### config.mk
export PLATFORM = sky130hd
export DESIGN_NAME = programmable_counter_flat
export DESIGN_NICKNAME = d
export VERILOG_FILES = /design/src/rtl/programmable_counter_if.sv /design/src/rtl/programmable_counter.sv /design/src/flat_wrapper.sv
export SDC_FILE = /design/constraint.sdc
export NUM_CORES = 1
export LEC_CHECK = 0
export CAP_MARGIN = 10
export CORE_UTILIZATION = 40
export CTS_CLUSTER_DIAMETER = 60
export DETAILED_ROUTE_END_ITERATION = 10
export PLACE_DENSITY = 0.78
export SKIP_LAST_GASP = 1
export SYNTH_ARGS = -nofsm -noshare
export SYNTH_HDL_FRONTEND = slang
export SYNTH_SLANG_ARGS = --single-unit
export TNS_END_PERCENT = 10
### constraint.sdc
create_clock -name clk -period 5.2 [get_ports clk]
set_clock_uncertainty 0.2 [all_clocks]
set_input_delay 1.3 -clock clk [delete_from_list [all_inputs] [get_ports clk]]
set_output_delay 1.3 -clock clk [all_outputs]
set_load 0.005 [all_outputs]
### src/rtl/programmable_counter_if.sv
// Control/status bundle for programmable_counter.
// Latency: none, wires only; the counter registers every status output.
// Backpressure: none; all controls are sampled each clock edge.
//
// Controls (master -> slave): count_en, count_clr, count_dir, load,
//   load_val[N], limit[N], mode[2], flag_clr
// Status (slave -> master): count[N], overflow, underflow, ovf_sticky,
//   unf_sticky, done
interface programmable_counter_if #(
  parameter int N = 8
);
  logic         count_en;
  logic         count_clr;
  logic         count_dir;
  logic         load;
  logic [N-1:0] load_val;
  logic [N-1:0] limit;
  logic [1:0]   mode;
  logic         flag_clr;
  logic [N-1:0] count;
  logic         overflow;
  logic         underflow;
  logic         ovf_sticky;
  logic         unf_sticky;
  logic         done;

  modport master (
    output count_en, count_clr, count_dir, load, load_val, limit, mode, flag_clr,
    input  count, overflow, underflow, ovf_sticky, unf_sticky, done
  );

  modport slave (
    input  count_en, count_clr, count_dir, load, load_val, limit, mode, flag_clr,
    output count, overflow, underflow, ovf_sticky, unf_sticky, done
  );
endinterface

### src/rtl/programmable_counter.sv
// Up/down counter over 0..limit with wrap, saturate and one-shot modes.
// Latency: one cycle from the sampled controls to count and all flags.
// Backpressure: none; one step is accepted every enabled cycle while in RUN.
//
// Ports: clk, rst (async, active-high); bus (slave modport) carries
//   the step/clear/load controls, limit, mode and flag_clr in, and
//   count, overflow/underflow pulses, sticky flags and done out.
module programmable_counter #(
  parameter int           N       = 8,
  parameter logic [N-1:0] RST_VAL = '0
) (
  input logic                   clk,
  input logic                   rst,
  programmable_counter_if.slave bus
);

  localparam logic [N-1:0] ONE = N'(1);

  localparam logic [1:0] MODE_SAT     = 2'b01;
  localparam logic [1:0] MODE_ONESHOT = 2'b10;

  typedef enum logic {
    RUN  = 1'b0,
    DONE = 1'b1
  } state_t;

  state_t       state_q, state_d;
  logic [N-1:0] count_q, count_d;
  logic         ovf_q, ovf_d;
  logic         unf_q, unf_d;
  logic         ovf_st_q, unf_st_q;
  logic         hold_at_bound;
  logic         stop_at_bound;

  // Saturate and one-shot both park at the bound; only one-shot also stops.
  // Mode 11 is reserved and falls through to wrap.
  assign hold_at_bound = (bus.mode == MODE_SAT) || (bus.mode == MODE_ONESHOT);
  assign stop_at_bound = (bus.mode == MODE_ONESHOT);

  always_ff @(posedge clk or posedge rst) begin
    if (rst) state_q <= RUN;
    else     state_q <= state_d;
  end

  always_comb begin
    state_d = state_q;
    count_d = count_q;
    ovf_d   = 1'b0;
    unf_d   = 1'b0;
    if (bus.count_clr) begin
      count_d = '0;
      state_d = RUN;
    end else if (bus.load) begin
      count_d = (bus.load_val > bus.limit) ? bus.limit : bus.load_val;
      state_d = RUN;
    end else if (bus.count_en && (state_q == RUN)) begin
      if (bus.count_dir) begin
        if (count_q < bus.limit) begin
          count_d = count_q + ONE;
        end else begin
          ovf_d   = 1'b1;
          count_d = hold_at_bound ? bus.limit : '0;
          if (stop_at_bound) state_d = DONE;
        end
      end else begin
        if (count_q > bus.limit) begin
          // Limit was lowered under the count: pull back into range quietly.
          count_d = bus.limit;
        end else if (count_q != '0) begin
          count_d = count_q - ONE;
        end else begin
          unf_d   = 1'b1;
          count_d = hold_at_bound ? '0 : bus.limit;
          if (stop_at_bound) state_d = DONE;
        end
      end
    end
  end

  always_ff @(posedge clk or posedge rst) begin
    if (rst) begin
      count_q  <= RST_VAL;
      ovf_q    <= 1'b0;
      unf_q    <= 1'b0;
      ovf_st_q <= 1'b0;
      unf_st_q <= 1'b0;
    end else begin
      count_q  <= count_d;
      ovf_q    <= ovf_d;
      unf_q    <= unf_d;
      // A new event outranks a simultaneous flag_clr.
      ovf_st_q <= ovf_d | (ovf_st_q & ~bus.flag_clr);
      unf_st_q <= unf_d | (unf_st_q & ~bus.flag_clr);
    end
  end

  assign bus.count      = count_q;
  assign bus.overflow   = ovf_q;
  assign bus.underflow  = unf_q;
  assign bus.ovf_sticky = ovf_st_q;
  assign bus.unf_sticky = unf_st_q;
  assign bus.done       = (state_q == DONE);

endmodule

### src/flat_wrapper.sv
// flat-port wrapper written by rule: the top's interface ports become plain ports
module programmable_counter_flat 
#(
  parameter int           N       = 8,
  parameter logic [N-1:0] RST_VAL = '0
)
  (clk, rst, bus_count_en, bus_count_clr, bus_count_dir, bus_load, bus_load_val, bus_limit, bus_mode, bus_flag_clr, bus_count, bus_overflow, bus_underflow, bus_ovf_sticky, bus_unf_sticky, bus_done);
  programmable_counter_if #(.N(N)) bus_i ();
  input logic clk;
  input logic rst;
  input wire logic [$bits(bus_i.count_en)-1:0] bus_count_en;
  input wire logic [$bits(bus_i.count_clr)-1:0] bus_count_clr;
  input wire logic [$bits(bus_i.count_dir)-1:0] bus_count_dir;
  input wire logic [$bits(bus_i.load)-1:0] bus_load;
  input wire logic [$bits(bus_i.load_val)-1:0] bus_load_val;
  input wire logic [$bits(bus_i.limit)-1:0] bus_limit;
  input wire logic [$bits(bus_i.mode)-1:0] bus_mode;
  input wire logic [$bits(bus_i.flag_clr)-1:0] bus_flag_clr;
  output wire logic [$bits(bus_i.count)-1:0] bus_count;
  output wire logic [$bits(bus_i.overflow)-1:0] bus_overflow;
  output wire logic [$bits(bus_i.underflow)-1:0] bus_underflow;
  output wire logic [$bits(bus_i.ovf_sticky)-1:0] bus_ovf_sticky;
  output wire logic [$bits(bus_i.unf_sticky)-1:0] bus_unf_sticky;
  output wire logic [$bits(bus_i.done)-1:0] bus_done;
  assign bus_i.count_en = bus_count_en;
  assign bus_i.count_clr = bus_count_clr;
  assign bus_i.count_dir = bus_count_dir;
  assign bus_i.load = bus_load;
  assign bus_i.load_val = bus_load_val;
  assign bus_i.limit = bus_limit;
  assign bus_i.mode = bus_mode;
  assign bus_i.flag_clr = bus_flag_clr;
  assign bus_count = bus_i.count;
  assign bus_overflow = bus_i.overflow;
  assign bus_underflow = bus_i.underflow;
  assign bus_ovf_sticky = bus_i.ovf_sticky;
  assign bus_unf_sticky = bus_i.unf_sticky;
  assign bus_done = bus_i.done;
  programmable_counter #(.N(N), .RST_VAL(RST_VAL)) u_core (.clk(clk), .rst(rst), .bus(bus_i));
endmodule
==> summary.txt <==
Pwr
  – Pwr per Cell Area: about 220 nW/um^2
  – Clock share of power: 0.212
  – Switching power: 194 uW
  – Flop pwr share: 0.301
  – Peak VDD IR: 0.0000945 V
  – Int Pwr: 269 uW
  – Logic gate share of total power: 0.487
  – Pleak: 0.000922 uW
  – Switching Fraction: 0.419

Critical path
  – Reg-to-reg endpoint: u_core.bus.count[0]
  – Setup CP Type: input port to flop
  – Slowest-stage cell, CP: o21ai_1
  – Setup crit end kind: flop
  – RR Startpoint: u_core.bus.count[5]
  – Arrival @ worst endpoint: 3960 ps
  – Critical path's largest stage delay: between 600 and 700 ps
  – Worst Reg-to-Reg Cells: 7
  – Crit start category: input port
  – Top cell by count, worst path: o21ai_1
  – R2R Setup Slk: 2230 ps
  – Worst-path cell chain: clkdlybuf4s50_1 > inv_1 > ha_1 > a21oi_1 > o21ai_1 > o21ai_1 > and3_4 > a221o_1 > a32o_1
  – Max FO, Critical Path: 12
  – Worst Path Required: 5140 ps

Routing
  – Routed Antenna Nets: 0
  – Drc violations: 0
  – Vias per cell: 6.23
  – DRT iter0 DRCs: 152
  – Routed length per instance: around 17 um
  – 1st-pass router iterations: 4
  – DR vias: 1789
  – Post-Route WL: about 5000 um

Clock network
  – Root Buffer Master: clkbuf_8
  – Clock buffer depth: 2
  – CTS buffer count: 3
  – CTS tree: built
  – # clock sinks: 13
  – Clk pin slew, worst setup/hold paths: 70 ps
  – Setup bufs post-CTS: 0
  – CTS hold repair buffers: 0
  – Worst-Skew Late Latency: approximately 250 ps
  – CTS resizes: 0
  – H-tree levels: 1

Layout
  – Antenna Cells: 0
  – Non-Filler Instances: 287
  – Fill count: around 380
  – Core Util, Final: 0.526
  – Fin nets: approximately 280
  – Multi-input gate area in the final layout: 1230 um^2
  – Register area: between 300 and 400 um^2
  – Area Growth Syn to Fin: 25.9%
  – Layout cells sized above 1: 0.0591

Timing
  – Hold WS: 335 ps
  – Hold violation total from the final report: 0
  – Slew Limit Headroom: 0.457
  – Final worst-path cycle share: 0.773
  – Fin Setup TNS: 0 ps
  – Worst slew pin tran: approximately 820 ps
  – Final Max Tran Viols: 0
  – Setup ws final: 1180 ps
  – Final setup violation count: 0
  – Fmax: 249 MHz
  – RSZ-0062 raised after global routing: no
  – Min Tclk post-route: 4020 ps

Placement
  – Inst Count DP: ~280
  – Pre-CTS WS: 970 ps
  – RePlAce Congestion: 0.907
  – I/O Buffers: 37
  – Dpl hpwl: 3740 um

Synthesis
  – Yosys reg bits: 13
  – Post-synth top flop: dfrtp_1
  – Asr flop ratio synth: 1.00
  – Yosys warns: 0
  – Synth unique cells: between 40 and 50
  – Mean Syn Cell Area: 8.19 um^2
  – Post-synth EDFFs: 0
  – Syn Nets: 249
  – Syn Inst Count: 204
  – Seq/Total Area, Yosys: 0.195
  – Synthesized area: 1670 um^2

Floorplanning
  – Core box area: 4000 um^2
  – I/O pin cnt: 38
  – Chip width: 66.6 um
  – Initial Util: 0.418
  – Die height: 66.6 um
  – Die ar.: 4440 um^2
  – Row cnt: 23

Hold path
  – WHS Endpoint: u_core.bus.done
  – Hold path depth: 2
  – Hold Path Class: flop to flop
  – Beginning of the worst hold path: u_core.bus.done

Job
  – Max Cap Viol: 0

GRT
  – Grt ovf: 0
  – First-pass GRT wire length: 7980 um
  – Antenna violations before repair: 0
  – Vias in the first global route: 1637
  – Pin count of the biggest net entering global routing: 14
  – GR Util All Layers: 0.241

Outcome
  – Status: completed
[cell usage in the layout (no fill, tap or decap), drive strengths merged, types with 2 or more instances in the layout]
cell,instances
nor2b,4
a21o,3
or2,2
a221o,4
clkbuf,3
xor2,10
nor2,9
o31a,3
nand2b,5
nor4,2
nand3,7
o21bai,3
dfrtp,13
a221oi,8
o31ai,7
mux2i,4
nor3,10
xnor2,2
o21ai,5
ha,20
a21oi,6
o211ai,3
inv,16
a211oi,12
nand4,3
nand2,22
clkdlybuf4s50,37
and3,3
a32o,2
[through the flow]
step	total power (uW)	cell area, um^2
finish	463	2100
global placement	356	2060
global route	489	2100
detailed placement	360	2060
CTS	457	2100
floorplan	287	1670
[cell usage after synthesis (all sizes together) (3+ instances only)]
| master | number | area, um^2 |
|---|---|---|
| o211ai | 3 | 27.5 |
| o31a | 3 | 27.5 |
| clkbuf | 5 | 18.8 |
| o21bai | 3 | 22.5 |
| inv | 16 | 60.1 |
| ha | 20 | 250 |
| buf | 4 | 35.0 |
| a221o | 4 | 40.0 |
| o31ai | 7 | 52.6 |
| xor2 | 10 | 87.6 |
| nand4 | 3 | 18.8 |
| nor3 | 10 | 55.1 |
| a211oi | 12 | 90.1 |
| nor2b | 4 | 25.0 |
| dfrtp | 13 | 325 |
| nand2b | 5 | 31.3 |
| mux2i | 4 | 40.0 |
| o21ai | 5 | 25.0 |
| a21o | 3 | 22.5 |
| a21oi | 6 | 30.0 |
| a221oi | 8 | 70.1 |
| and3 | 3 | 25.0 |
| nor2 | 9 | 33.8 |
| nand3 | 7 | 40.0 |
| nand2 | 22 | 82.6 |
[how the worst max path moves through the flow]
stage | startpoint | to | slack (ps) | depth (start not counted)
4_1_cts | bus_limit[7] | u_core.bus.count[0] | 1200 | 9
5_1_grt | bus_limit[7] | u_core.bus.count[0] | 1060 | 9
3_3_place_gp | bus_limit[7] | u_core.bus.count[0] | 1030 | 9
2_1_floorplan | bus_limit[1] | u_core.bus.count[1] | 1910 | 9
6_report | bus_limit[5] | u_core.bus.count[0] | 1180 | 9
3_5_place_dp | bus_limit[7] | u_core.bus.count[1] | 970 | 9
[cells by family (layout without fill, tap and decap cells)]
family	after synthesis	after routing	synth area share
simple gates	70	70	0.225
compound gates	60	60	0.276
buf+inv	25	58	0.0682
fa+ha+maj	20	20	0.150
flops	13	13	0.195
xor+xnor	12	12	0.0629
mux	4	4	0.0240
[per-layer routing]
metal  vias to the layer above  share of wire  GRT usage
li1                        836              -          -
met1                       841           0.41      0.323
met2                        97           0.48      0.385
met3                        15          0.086     0.0137
met4                         0          0.025      0.128
met5                         -              0          0
[state kept, by name, summed over array words and instances (netlist names)]
signal and count:
u_core.bus.unf_sticky 1, u_core.bus.overflow 1, u_core.bus.done 1, u_core.bus.count 8, u_core.bus.ovf_sticky 1, u_core.bus.underflow 1
[power by group through the flow]
| stage | sequential (uW) | combinational (uW) | clock, uW |
|---|---|---|---|
| after floorplan | 126 | 161 | 0 |
| after global placement | 139 | 216 | 0 |
| after detailed placement | 140 | 220 | 0 |
| after CTS | 139 | 222 | 97.2 |
| after global routing | 142 | 244 | 104 |
| final | 139 | 225 | 98.4 |
[area by class of cell]
class / instances / area share
Multi-Input combinational cell: 166 / 0.585
Clock inverter: 1 / 0.00238
Timing Repair Buffer: 38 / 0.180
Clock buffer: 3 / 0.0196
Sequential cell: 13 / 0.155
Inverter: 16 / 0.0286
Tap cell: 50 / 0.0297
[worst max-delay path, delay by kind of cell]
family / cells / cell delay, ps
compound gates: 5 / 1500
buf+inv: 2 / 590
simple gates: 1 / 260
fa+ha+maj: 1 / 310
Power figures use the tool's default switching activity.
